--- src/rtl/ysyx_210238_sram_responder_pkg.sv ---
// Shared definitions for the SRAM responder and its lane-alignment helper:
// transfer size codes, FSM states, default base address and lane mask helpers.
package ysyx_210238_sram_responder_pkg;

    localparam logic [2:0] SIZE_B = 3'd0;
    localparam logic [2:0] SIZE_H = 3'd1;
    localparam logic [2:0] SIZE_W = 3'd2;
    localparam logic [2:0] SIZE_D = 3'd3;

    localparam logic [63:0] DEFAULT_BASE_ADDR = 64'h0000_0000_8000_0000;

    typedef enum logic [1:0] {
        ST_IDLE = 2'd0,
        ST_ACC  = 2'd1,
        ST_WAIT = 2'd2,
        ST_RESP = 2'd3
    } state_t;

    // Bytes covered by a transfer of the given size, starting at lane 0.
    function automatic logic [7:0] size_lane_mask(input logic [2:0] size);
        case (size)
            SIZE_B:  return 8'h01;
            SIZE_H:  return 8'h03;
            SIZE_W:  return 8'h0F;
            SIZE_D:  return 8'hFF;
            default: return 8'h00;
        endcase
    endfunction

    // Low address bits that must be zero for a naturally aligned transfer.
    function automatic logic [2:0] align_mask(input logic [1:0] size_lo);
        case (size_lo)
            2'd0:    return 3'b000;
            2'd1:    return 3'b001;
            2'd2:    return 3'b011;
            default: return 3'b111;
        endcase
    endfunction

endpackage

--- src/rtl/ysyx_210238_sram_responder_lane_align.sv ---
// Combinational lane logic for 64-bit word memories: request legality, word
// index, byte write mask, write-data lane shift and read-data extraction.
module ysyx_210238_lane_align
    import ysyx_210238_sram_responder_pkg::*;
#(
    parameter logic [63:0] BASE_ADDR = DEFAULT_BASE_ADDR,
    parameter int          AW        = 16
) (
    input  logic [63:0]   addr,
    input  logic [2:0]    size,
    input  logic [63:0]   wdata,
    input  logic [63:0]   rword,
    output logic          legal,
    output logic [AW-1:0] word_idx,
    output logic [7:0]    bmask,
    output logic [63:0]   wshift,
    output logic [63:0]   rext
);

    localparam logic [63:0] SPAN = 64'd1 << (AW + 3);

    logic [63:0] offset;
    logic [2:0]  lane;
    logic [7:0]  lane_mask;
    logic [5:0]  bit_shift;
    logic [63:0] rshift;

    // NOTE: every output of this block is assigned before any conditional use,
    // so no path leaves a value unassigned and no latch is inferred.
    always_comb begin
        offset    = addr - BASE_ADDR;
        lane      = addr[2:0];
        lane_mask = size_lane_mask(size);
        bit_shift = {lane, 3'b000};

        // The lower bound is checked explicitly because the subtraction wraps.
        legal = !size[2]
             && ((lane & align_mask(size[1:0])) == 3'b000)
             && (addr >= BASE_ADDR)
             && (offset < SPAN);

        word_idx = offset[AW+2:3];
        bmask    = lane_mask << lane;
        wshift   = wdata << bit_shift;
        rshift   = rword >> bit_shift;

        rext = '0;
        for (int b = 0; b < 8; b++) begin
            rext[8*b +: 8] = lane_mask[b] ? rshift[8*b +: 8] : 8'h00;
        end
    end

endmodule

--- src/rtl/ysyx_210238_sram_responder.sv ---
// Responder for the core's valid/ready RAM bus onto a single-port synchronous
// SRAM of 64-bit words: one request at a time, programmable wait states.
module ysyx_210238_sram_responder
    import ysyx_210238_sram_responder_pkg::*;
#(
    parameter logic [63:0] BASE_ADDR   = DEFAULT_BASE_ADDR,
    parameter int          AW          = 16,
    parameter int          WAIT_CYCLES = 0
) (
    input  logic          clk,
    input  logic          rst,

    input  logic          i_ram_valid,
    input  logic [63:0]   i_ram_addr,
    input  logic          i_ram_wen,
    input  logic [63:0]   i_ram_wdata,
    input  logic [2:0]    i_ram_size,
    output logic          o_ram_ready,
    output logic [63:0]   o_ram_rdata,
    output logic          o_ram_err,

    output logic          o_sram_en,
    output logic          o_sram_we,
    output logic [AW-1:0] o_sram_addr,
    output logic [7:0]    o_sram_bmask,
    output logic [63:0]   o_sram_wdata,
    input  logic [63:0]   i_sram_rdata
);

    localparam logic [3:0] WAIT_LOAD = 4'(WAIT_CYCLES);

    state_t      state;
    state_t      next_state;
    logic [3:0]  wait_cnt;

    logic [63:0] req_addr;
    logic        req_wen;
    logic [63:0] req_wdata;
    logic [2:0]  req_size;

    logic        acc_d1;
    logic [63:0] rdata_q;
    logic [63:0] rword;

    logic          legal;
    logic [AW-1:0] word_idx;
    logic [7:0]    bmask;
    logic [63:0]   wshift;
    logic [63:0]   rext;

    // The SRAM word is live on its output only in the cycle after ACC; later
    // responses (wait states) take the copy held in rdata_q.
    assign rword = acc_d1 ? i_sram_rdata : rdata_q;

    ysyx_210238_lane_align #(
        .BASE_ADDR (BASE_ADDR),
        .AW        (AW)
    ) u_lane_align (
        .addr     (req_addr),
        .size     (req_size),
        .wdata    (req_wdata),
        .rword    (rword),
        .legal    (legal),
        .word_idx (word_idx),
        .bmask    (bmask),
        .wshift   (wshift),
        .rext     (rext)
    );

    // NOTE: sequential state uses non-blocking assignments so every flop
    // samples pre-edge values regardless of statement order.
    always_ff @(posedge clk or posedge rst) begin
        if (rst) begin
            state     <= ST_IDLE;
            wait_cnt  <= '0;
            req_addr  <= '0;
            req_wen   <= 1'b0;
            req_wdata <= '0;
            req_size  <= '0;
            acc_d1    <= 1'b0;
            rdata_q   <= '0;
        end else begin
            state  <= next_state;
            acc_d1 <= (state == ST_ACC);

            if (state == ST_IDLE && i_ram_valid) begin
                req_addr  <= i_ram_addr;
                req_wen   <= i_ram_wen;
                req_wdata <= i_ram_wdata;
                req_size  <= i_ram_size;
            end

            if (state == ST_ACC) begin
                wait_cnt <= WAIT_LOAD;
            end else if (state == ST_WAIT) begin
                wait_cnt <= wait_cnt - 4'd1;
            end

            if (acc_d1) begin
                rdata_q <= i_sram_rdata;
            end
        end
    end

    always_comb begin
        next_state = state;
        case (state)
            ST_IDLE: if (i_ram_valid) next_state = ST_ACC;
            ST_ACC:  next_state = (WAIT_CYCLES == 0) ? ST_RESP : ST_WAIT;
            ST_WAIT: if (wait_cnt == 4'd1) next_state = ST_RESP;
            ST_RESP: next_state = ST_IDLE;
            default: next_state = ST_IDLE;
        endcase
    end

    // Outputs decode from the state register and the request latch only, so
    // i_ram_* never reaches o_ram_* within a cycle.
    always_comb begin
        o_sram_en    = 1'b0;
        o_sram_we    = 1'b0;
        o_sram_addr  = '0;
        o_sram_bmask = '0;
        o_sram_wdata = '0;
        o_ram_ready  = 1'b0;
        o_ram_err    = 1'b0;
        o_ram_rdata  = '0;

        if (state == ST_ACC && legal) begin
            o_sram_en    = 1'b1;
            o_sram_we    = req_wen;
            o_sram_addr  = word_idx;
            o_sram_bmask = req_wen ? bmask : 8'h00;
            o_sram_wdata = req_wen ? wshift : 64'h0;
        end

        if (state == ST_RESP) begin
            o_ram_ready = 1'b1;
            o_ram_err   = !legal;
            if (legal && !req_wen) begin
                o_ram_rdata = rext;
            end
        end
    end

endmodule

--- config.mk ---
export PLATFORM = sky130hd
export DESIGN_NAME = ysyx_210238_sram_responder
export DESIGN_NICKNAME = d
export VERILOG_FILES = /design/src/rtl/ysyx_210238_sram_responder_pkg.sv /design/src/rtl/ysyx_210238_sram_responder_lane_align.sv /design/src/rtl/ysyx_210238_sram_responder.sv
export SDC_FILE = /design/constraint.sdc
export NUM_CORES = 1
export LEC_CHECK = 0
export CAP_MARGIN = 5
export CORE_UTILIZATION = 55
export DETAILED_ROUTE_END_ITERATION = 12
export DONT_BUFFER_PORTS = 1
export PLACE_DENSITY = 0.67
export SLEW_MARGIN = 15
export SYNTH_ARGS = -nofsm -noshare
export SYNTH_HDL_FRONTEND = slang
export SYNTH_SLANG_ARGS = --single-unit
--- constraint.sdc ---
create_clock -name clk -period 7.5 [get_ports clk]
set_input_delay 0.75 -clock clk [delete_from_list [all_inputs] [get_ports clk]]
set_output_delay 0.75 -clock clk [all_outputs]
set_load 0.01 [all_outputs]
==> results of run 1 <==
routing by layer:
| metal | track usage | up-vias | routed length, um |
|---|---|---|---|
| met1 | 0.363 | 4525 | 13000 |
| met5 | 0 | - | 21 |
| met2 | 0.500 | 451 | 17300 |
| met4 | 0.121 | 4 | 1260 |
| met3 | 0.0850 | 82 | 3360 |
| li1 | - | 4073 | - |
where the power goes:
part / switching [mW] / internal [mW] / total (mW) / leakage, nW
clock network: 0.468 / 0.734 / 1.20 / 0.386
logic: 1.60 / 1.52 / 3.12 / 2.57
registers: 0.633 / 1.66 / 2.29 / 2.40
final cells by class:
class	instances	area [um2]	share of cell area
multi-input combinational	824	6720	0.509
tap	280	350	0.0265
timing repair buffer	14	105	0.00796
inverter	28	113	0.00853
clock inverter	7	154	0.0117
sequential	203	5090	0.386
antenna	8	20.0	0.00152
clock buffer	32	639	0.0484
worst register-to-register path, delay by kind of cell (launching register included):
kind,cells,cell delay (ns)
AND/OR/NAND/NOR,1,0.72
multiplexers,1,0.45
buffers and inverters,2,0.86
adder cells (fa/ha/maj),1,0.24
flip-flops,1,0.42
flip-flops by register name, summed over array words and instances (netlist names):
name       cells
req_size       3
rdata_q       64
wait_cnt       4
req_wen        1
req_addr      64
state          2
req_wdata     64
acc_d1         1
worst max-delay path by stage:
stage / from / endpoint / slack (ns) / cells after the start
global placement: req_addr[0] / o_sram_bmask[0] / 3.28 / 7
floorplan: rst / acc_d1 / 1.21 / 1
global route: req_addr[31] / o_sram_bmask[0] / 2.34 / 9
finish: req_addr[0] / o_sram_bmask[0] / 2.58 / 7
CTS: req_addr[0] / o_sram_bmask[0] / 2.57 / 7
detailed placement: req_addr[0] / o_sram_bmask[0] / 3.16 / 7
placed cells by master, fill, tap and decap left out, drive strengths merged, types with 8 or more instances in the layout:
cell type  count
nand4          8
o22a           8
mux2i         80
nor4          10
nor4b         10
and3          16
nor3b         19
nor2         160
a22oi         10
mux2         192
nor3          48
inv           29
nand2b        13
a2111oi       11
a211oi        14
ha             8
mux4          38
clkbuf        32
nand2         40
o21ai         31
and4           9
diode          8
dfrtp        203
nand3         12
buf           14
a21oi         55
kinds of logic after synthesis:
group	synth area share
AND/OR/NAND/NOR	0.150
AO/OA/AOI/OAI	0.0753
flip-flops	0.413
buffers and inverters	0.0403
XOR/XNOR	0.00214
adder cells (fa/ha/maj)	0.00814
multiplexers	0.311
through the flow:
step	std cells	total power [mW]	worst slack (ns)	utilization
after detailed placement	1349	5.40	3.16	0.566
after floorplan	1152	4.63	1.21	-
after global placement	1349	5.32	3.28	0.566
after CTS	1388	6.62	2.57	0.602
after global routing	1393	7.06	2.34	0.602
final	1396	6.61	2.58	0.603
==> summary.md, run 1 <==
| Metric | Value |
|---|---|
| Status | finished, final reports clean |
| Post-CTS setup buffer count | 0 |
| CP cell instances | o21ai_0, nand3_1, or4_1, nor4_1, nand4_1, buf_4, nor4_1 |
| Antenna violations before repair | 9 |
| Fin nets | between 1,000 and 1,500 |
| # hold bufs at CTS | 0 |
| Via count | a little over 9,000 |
| Final Hold Slack | roughly 0.17 ns |
| Reg2reg end | req_addr[53] |
| Crit path max-delay family | simple AND/OR/NAND/NOR gates |
| Startpoint class of the critical path | flop |
| Yosys top cell area share | 0.413 |
| Max Buffers Root-to-Sink | 3 |
| GRT Util Overall | 0.299 |
| Yosys warns | 0 |
| Post-synth EDFFs | 0 |
| Htree depth | 1 |
| Post-synthesis area per instance | 10.7 um2 |
| Dpl hpwl | 24,500 um |
| Fin. max-slew vios | 0 |
| I/O Buffers | 0 |
| Hold violation count in the final report | 0 |
| Core Footprint | roughly 22,000 um2 |
| CP max-delay cell | nor4_1 |
| Area after DPL | 12,400 um2 |
| CP max FO | a little over 70 |
| TritonCTS clock tree | built |
| Largest net degree at the start of global routing | between 90 and 100 |
| Die area | roughly 23,000 um2 |
| Cell area after synthesis | ~12,000 um2 |
| Initial Utilization | 0.561 |
| First-pass GRT wire length | about 52,000 um |
| Top-Level Pins | about 360 |
| Fin Setup TNS | 0 ns |
| Critical Path Sink Type | primary output |
| RSZ-0062 raised after global routing | false |
| Detailed Route WL | ~35,000 um |
| DR pass1 iterations | 5 |
| Count leader, synth | dfrtp_1 |
| Tcrit/Tclk final | 0.656 |
| Fraction of layout cells with a size suffix above 1 | 0.274 |
| Post-synthesis async set-or-reset flop share | 1.00 |
| Crit path buf inv count | 1 |
| Clk_skew | around 0.021 ns |
| Syn-to-layout area delta | 7.37% |
| VDD IR max | approximately 250 uV |
| Req. time, crit path | just under 7 ns |
| Fill cell count | 1,854 |
| Register area share after synthesis | 0.413 |
| TritonCTS buffer count | 23 |
| Pwr dens | between 500 and 600 nW/um2 |
| Post-layout min period | a little under 5 ns |
| Vias in the first global route | 8,931 |
| Post-route cell area | between 10,000 and 15,000 um2 |
| Cells after Synth | between 1,000 and 1,500 |
| DRC viols | 0 |
| WL/cell | about 25 um |
| Reg2reg start | state[0] |
| Leakage power | roughly 5.4 nW |
| Critical Path AT | roughly 4.2 ns |
| Chip width | approximately 150 um |
| Slowest stage delay, CP | ~0.8 ns |
| Post-synth top cells | 203 x dfrtp_1, 192 x mux2_2, 160 x nor2_1 |
| Primary FF master, synth | dfrtp_1 |
| Gr ovfl total | 0 |
| Reg2Reg Setup Slack | between 4 and 5 ns |
| Highest clock rate | a little over 0.2 GHz |
| Root cell of the clock tree | clkbuf_16 |
| Post-route antenna net violation count | 0 |
| Final setup violation count | 0 |
| Max cap viols | 0 |
| Slew headroom | 0.294 |
| Clk Latency, worst-skew pair | 0.53 ns |
| Clock Pin Slew Worst Setup and Hold Paths | ~0.060 ns |
| R2R cell count | 5 |
| Crit path top cell by count | nor4_1 |
| Slew @ Worst Pin | about 1.1 ns |
| Largest area contributor in the netlist | dfrtp_1 |
| Initial DRC Count | between 500 and 600 |
| WS Path Type | reg2out |
| Die Y | 151 um |
| Area contributors post-synth | dfrtp_1 41%, mux2_2 18%, mux4_2 7.0%, mux2i_1 6.5%, nor2_1 4.9% |
| Final Wtd Congestion | 0.908 |
| Via density | 6.54 |
| Row cnt | 54 |
| Clock sink count | about 200 |
| Cell variety after synth | 54 |
| Syn Nets | 1,359 |
| Worst Hold Class | in2async |
| Synthesized flop and latch total | roughly 200 |
| Resize count post-CTS | 0 |
Note: power is estimated with default switching activity, not from simulation.
==> run 2: changes to the inputs <==
PLACE_DENSITY = 0.7   (was 0.67)
clock period = 4.2 ns   (was 7.5 ns; I/O delays follow)
==> summary.md, run 2 (synthesis gave the netlist of run 1 again) <==
| Metric | Value |
|---|---|
| Status | finished, final reports clean (unchanged) |
| Met3 Usage GRT | 0.0728 (was 0.0850) |
| Most frequent cells in the layout | 199 x dfrtp_1, 192 x mux2_2, 160 x nor2_1 (unchanged) |
| Fill cell count | 1,745 (was 1,854) |
| VDD IR max | 483 uV (was 253 uV) |
| TritonCTS buffer count | 23 (unchanged) |
| Fin Setup TNS | 0 ns (unchanged) |
| Busiest layer in global routing | met2 (unchanged) |
| CP max FO | 33 (was 71) |
| Largest net degree at the start of global routing | 79 (was 94) |
| Die Y | 151 um (unchanged) |
| Final std cells w/o fill | 1,487 (was 1,396) |
| Fin nets | 1,388 (was 1,301) |
| Max cap viols | 0 (unchanged) |
| Core Footprint | 21,900 um2 (unchanged) |
| Critical Path AT | 3.74 ns (was 4.17 ns) |
| Root cell of the clock tree | clkbuf_16 (unchanged) |
| Final setup violation count | 0 (unchanged) |
| Met2 Use GR | 0.510 (was 0.500) |
| Slew @ Worst Pin | 1.09 ns (was 1.06 ns) |
| Most common cell after layout, fill and taps aside | dfrtp_1 (unchanged) |
| Placement Setup Slack | 0.332 ns (was 3.16 ns) |
| Pwr dens | 851 nW/um2 (was 501 nW/um2) |
| TritonCTS clock tree | built (unchanged) |
| Clk Latency, worst-skew pair | 0.52 ns (was 0.53 ns) |
| Tcrit/Tclk final | 0.990 |
| Antenna violations before repair | 11 (was 9) |
| Regs by FF count | rdata_q x64, req_addr x64, req_wdata x64 (unchanged) |
| Detailed Route WL | 36,400 um (was 34,900 um) |
| Req. time, crit path | 3.78 ns (was 6.75 ns) |
| First-pass GRT wire length | 53,200 um (was 52,100 um) |
| Leakage power | 5.84 nW (was 5.36 nW) |
| Placed cell count | 1,434 (was 1,349) |
| RSZ-0062 raised after global routing | true (was false) |
| Max Buffers Root-to-Sink | 3 (unchanged) |
| I/O Buffers | 0 (unchanged) |
| Initial DRC Count | 516 (was 596) |
| Met1 Use GR | 0.369 (was 0.363) |
| Top-Level Pins | 355 (unchanged) |
| DRC viols | 0 (unchanged) |
| Chip width | 151 um (unchanged) |
| Fraction of layout cells with a size suffix above 1 | 0.340 (was 0.274) |
| Critical Path Sink Type | primary output (unchanged) |
| Via count | 9,518 (was 9,135) |
| Clock sink count | 203 (unchanged) |
| WS Path Type | reg2out (unchanged) |
| Gr ovfl total | 0 (unchanged) |
| Via density | 6.40 (was 6.54) |
| Initial Utilization | 0.561 (unchanged) |
| WL/cell | 24.5 um (was 25.0 um) |
| Post-route antenna net violation count | 0 (unchanged) |
| Row cnt | 54 (unchanged) |
| Final Wtd Congestion | 0.965 (was 0.908) |
| Syn-to-layout area delta | 13.7% (was 7.37%) |
| Final WS setup | 0.0432 ns (was 2.58 ns) |
| Clk_skew | 0.00751 ns (was 0.0210 ns) |
| Highest clock rate | 0.241 GHz |
| Vias in the first global route | 9,294 (was 8,931) |
| Reg2Reg Setup Slack | 1.87 ns (was 4.70 ns) |
| Startpoint class of the critical path | flop (unchanged) |
| Hold violation count in the final report | 0 (unchanged) |
| Dpl hpwl | 25,200 um (was 24,500 um) |
| # hold bufs at CTS | 0 (unchanged) |
| Die area | 22,900 um2 (unchanged) |
| GRT Util Overall | 0.306 (was 0.299) |
| Post-layout min period | ~4.2 ns |
| Fin. max-slew vios | 0 (unchanged) |
| Htree depth | 1 (unchanged) |
| Overall Power | 11.9 mW (was 6.61 mW) |
| Worst Hold Class | in2async (unchanged) |
| Clock Pin Slew Worst Setup and Hold Paths | 0.06 ns (about the same) |
| DR pass1 iterations | 5 (unchanged) |
| Slew headroom | 0.276 (was 0.294) |
-- run 2: cell types whose count changed in the layout (fill, tap and decap cells not counted), moves of 3 or more --
cell       before  now
a2111oi_0       8    1
nor4_1          9    6
clkbuf_8        3    7
a2111oi_2       1    5
bufinv_16       4    1
buf_12          0    3
buf_4          14   96
a2111oi_1       0    3
-- run 2: where the power goes --
part           switching, mW  total (mW)  internal, mW  leakage (nW)
Combinational           3.28        6.07          2.80          3.07
Clock                  0.810        2.00          1.19         0.370
Sequential             0.841        3.81          2.97          2.40
-- run 2: worst paths after layout --
| kind | end | startpoint | cells after the start |
|---|---|---|---|
| worst max register to register | req_addr[48] | state[0] | 5 |
| max in group asynchronous | req_addr[2] | rst | 2 |
| worst min-delay path | rdata_q[62] | rst | 2 |
| worst max-delay path | o_sram_bmask[3] | req_addr[45] | 7 |
| worst min register to register | req_addr[17] | req_addr[17] | 1 |
| min in group clk | req_wdata[49] | i_ram_wdata[49] | 1 |
-- run 2: through the flow --
stage               hold WS, ns  utilization  instance area, um2
floorplan                 0.466            -               12300
global placement          0.482        0.597               13100
detailed placement        0.488        0.597               13100
CTS                      0.0323        0.632               13800
global route             0.0285        0.638               14000
finish                  0.00974        0.638               14000
-- run 2: layout make-up --
| class | count | area (um2) | share of cell area |
|---|---|---|---|
| antenna | 10 | 25.0 | 0.00179 |
| clock buffer | 35 | 691 | 0.0494 |
| clock inverter | 6 | 61.3 | 0.00439 |
| inverter | 28 | 109 | 0.00779 |
| multi-input combinational | 824 | 6830 | 0.489 |
| sequential | 203 | 5090 | 0.364 |
| tap | 280 | 350 | 0.0251 |
| timing repair buffer | 101 | 817 | 0.0585 |
-- run 2: per-layer routing --
metal	routed length [um]	part of all wire
met1	13400	0.37
met2	18000	0.50
met3	3350	0.092
met4	1570	0.043
met5	38	0.0010
-- run 2: repair_timing --
action                     CTS  global route
cloned                       0             1
pin swaps                    0             1
gates resized for setup      4            20
setup endpoints to repair    5            76
setup buffers                0             1
-- run 2: worst max-delay path: stages, from the launching register on --
cell,delay [ns]
dfrtp_1,0.41
or4_1,0.53
or4_1,0.46
or4_4,0.54
a21oi_1,0.17
nand4_1,0.20
clkbuf_16,0.28
a2111oi_2,0.62
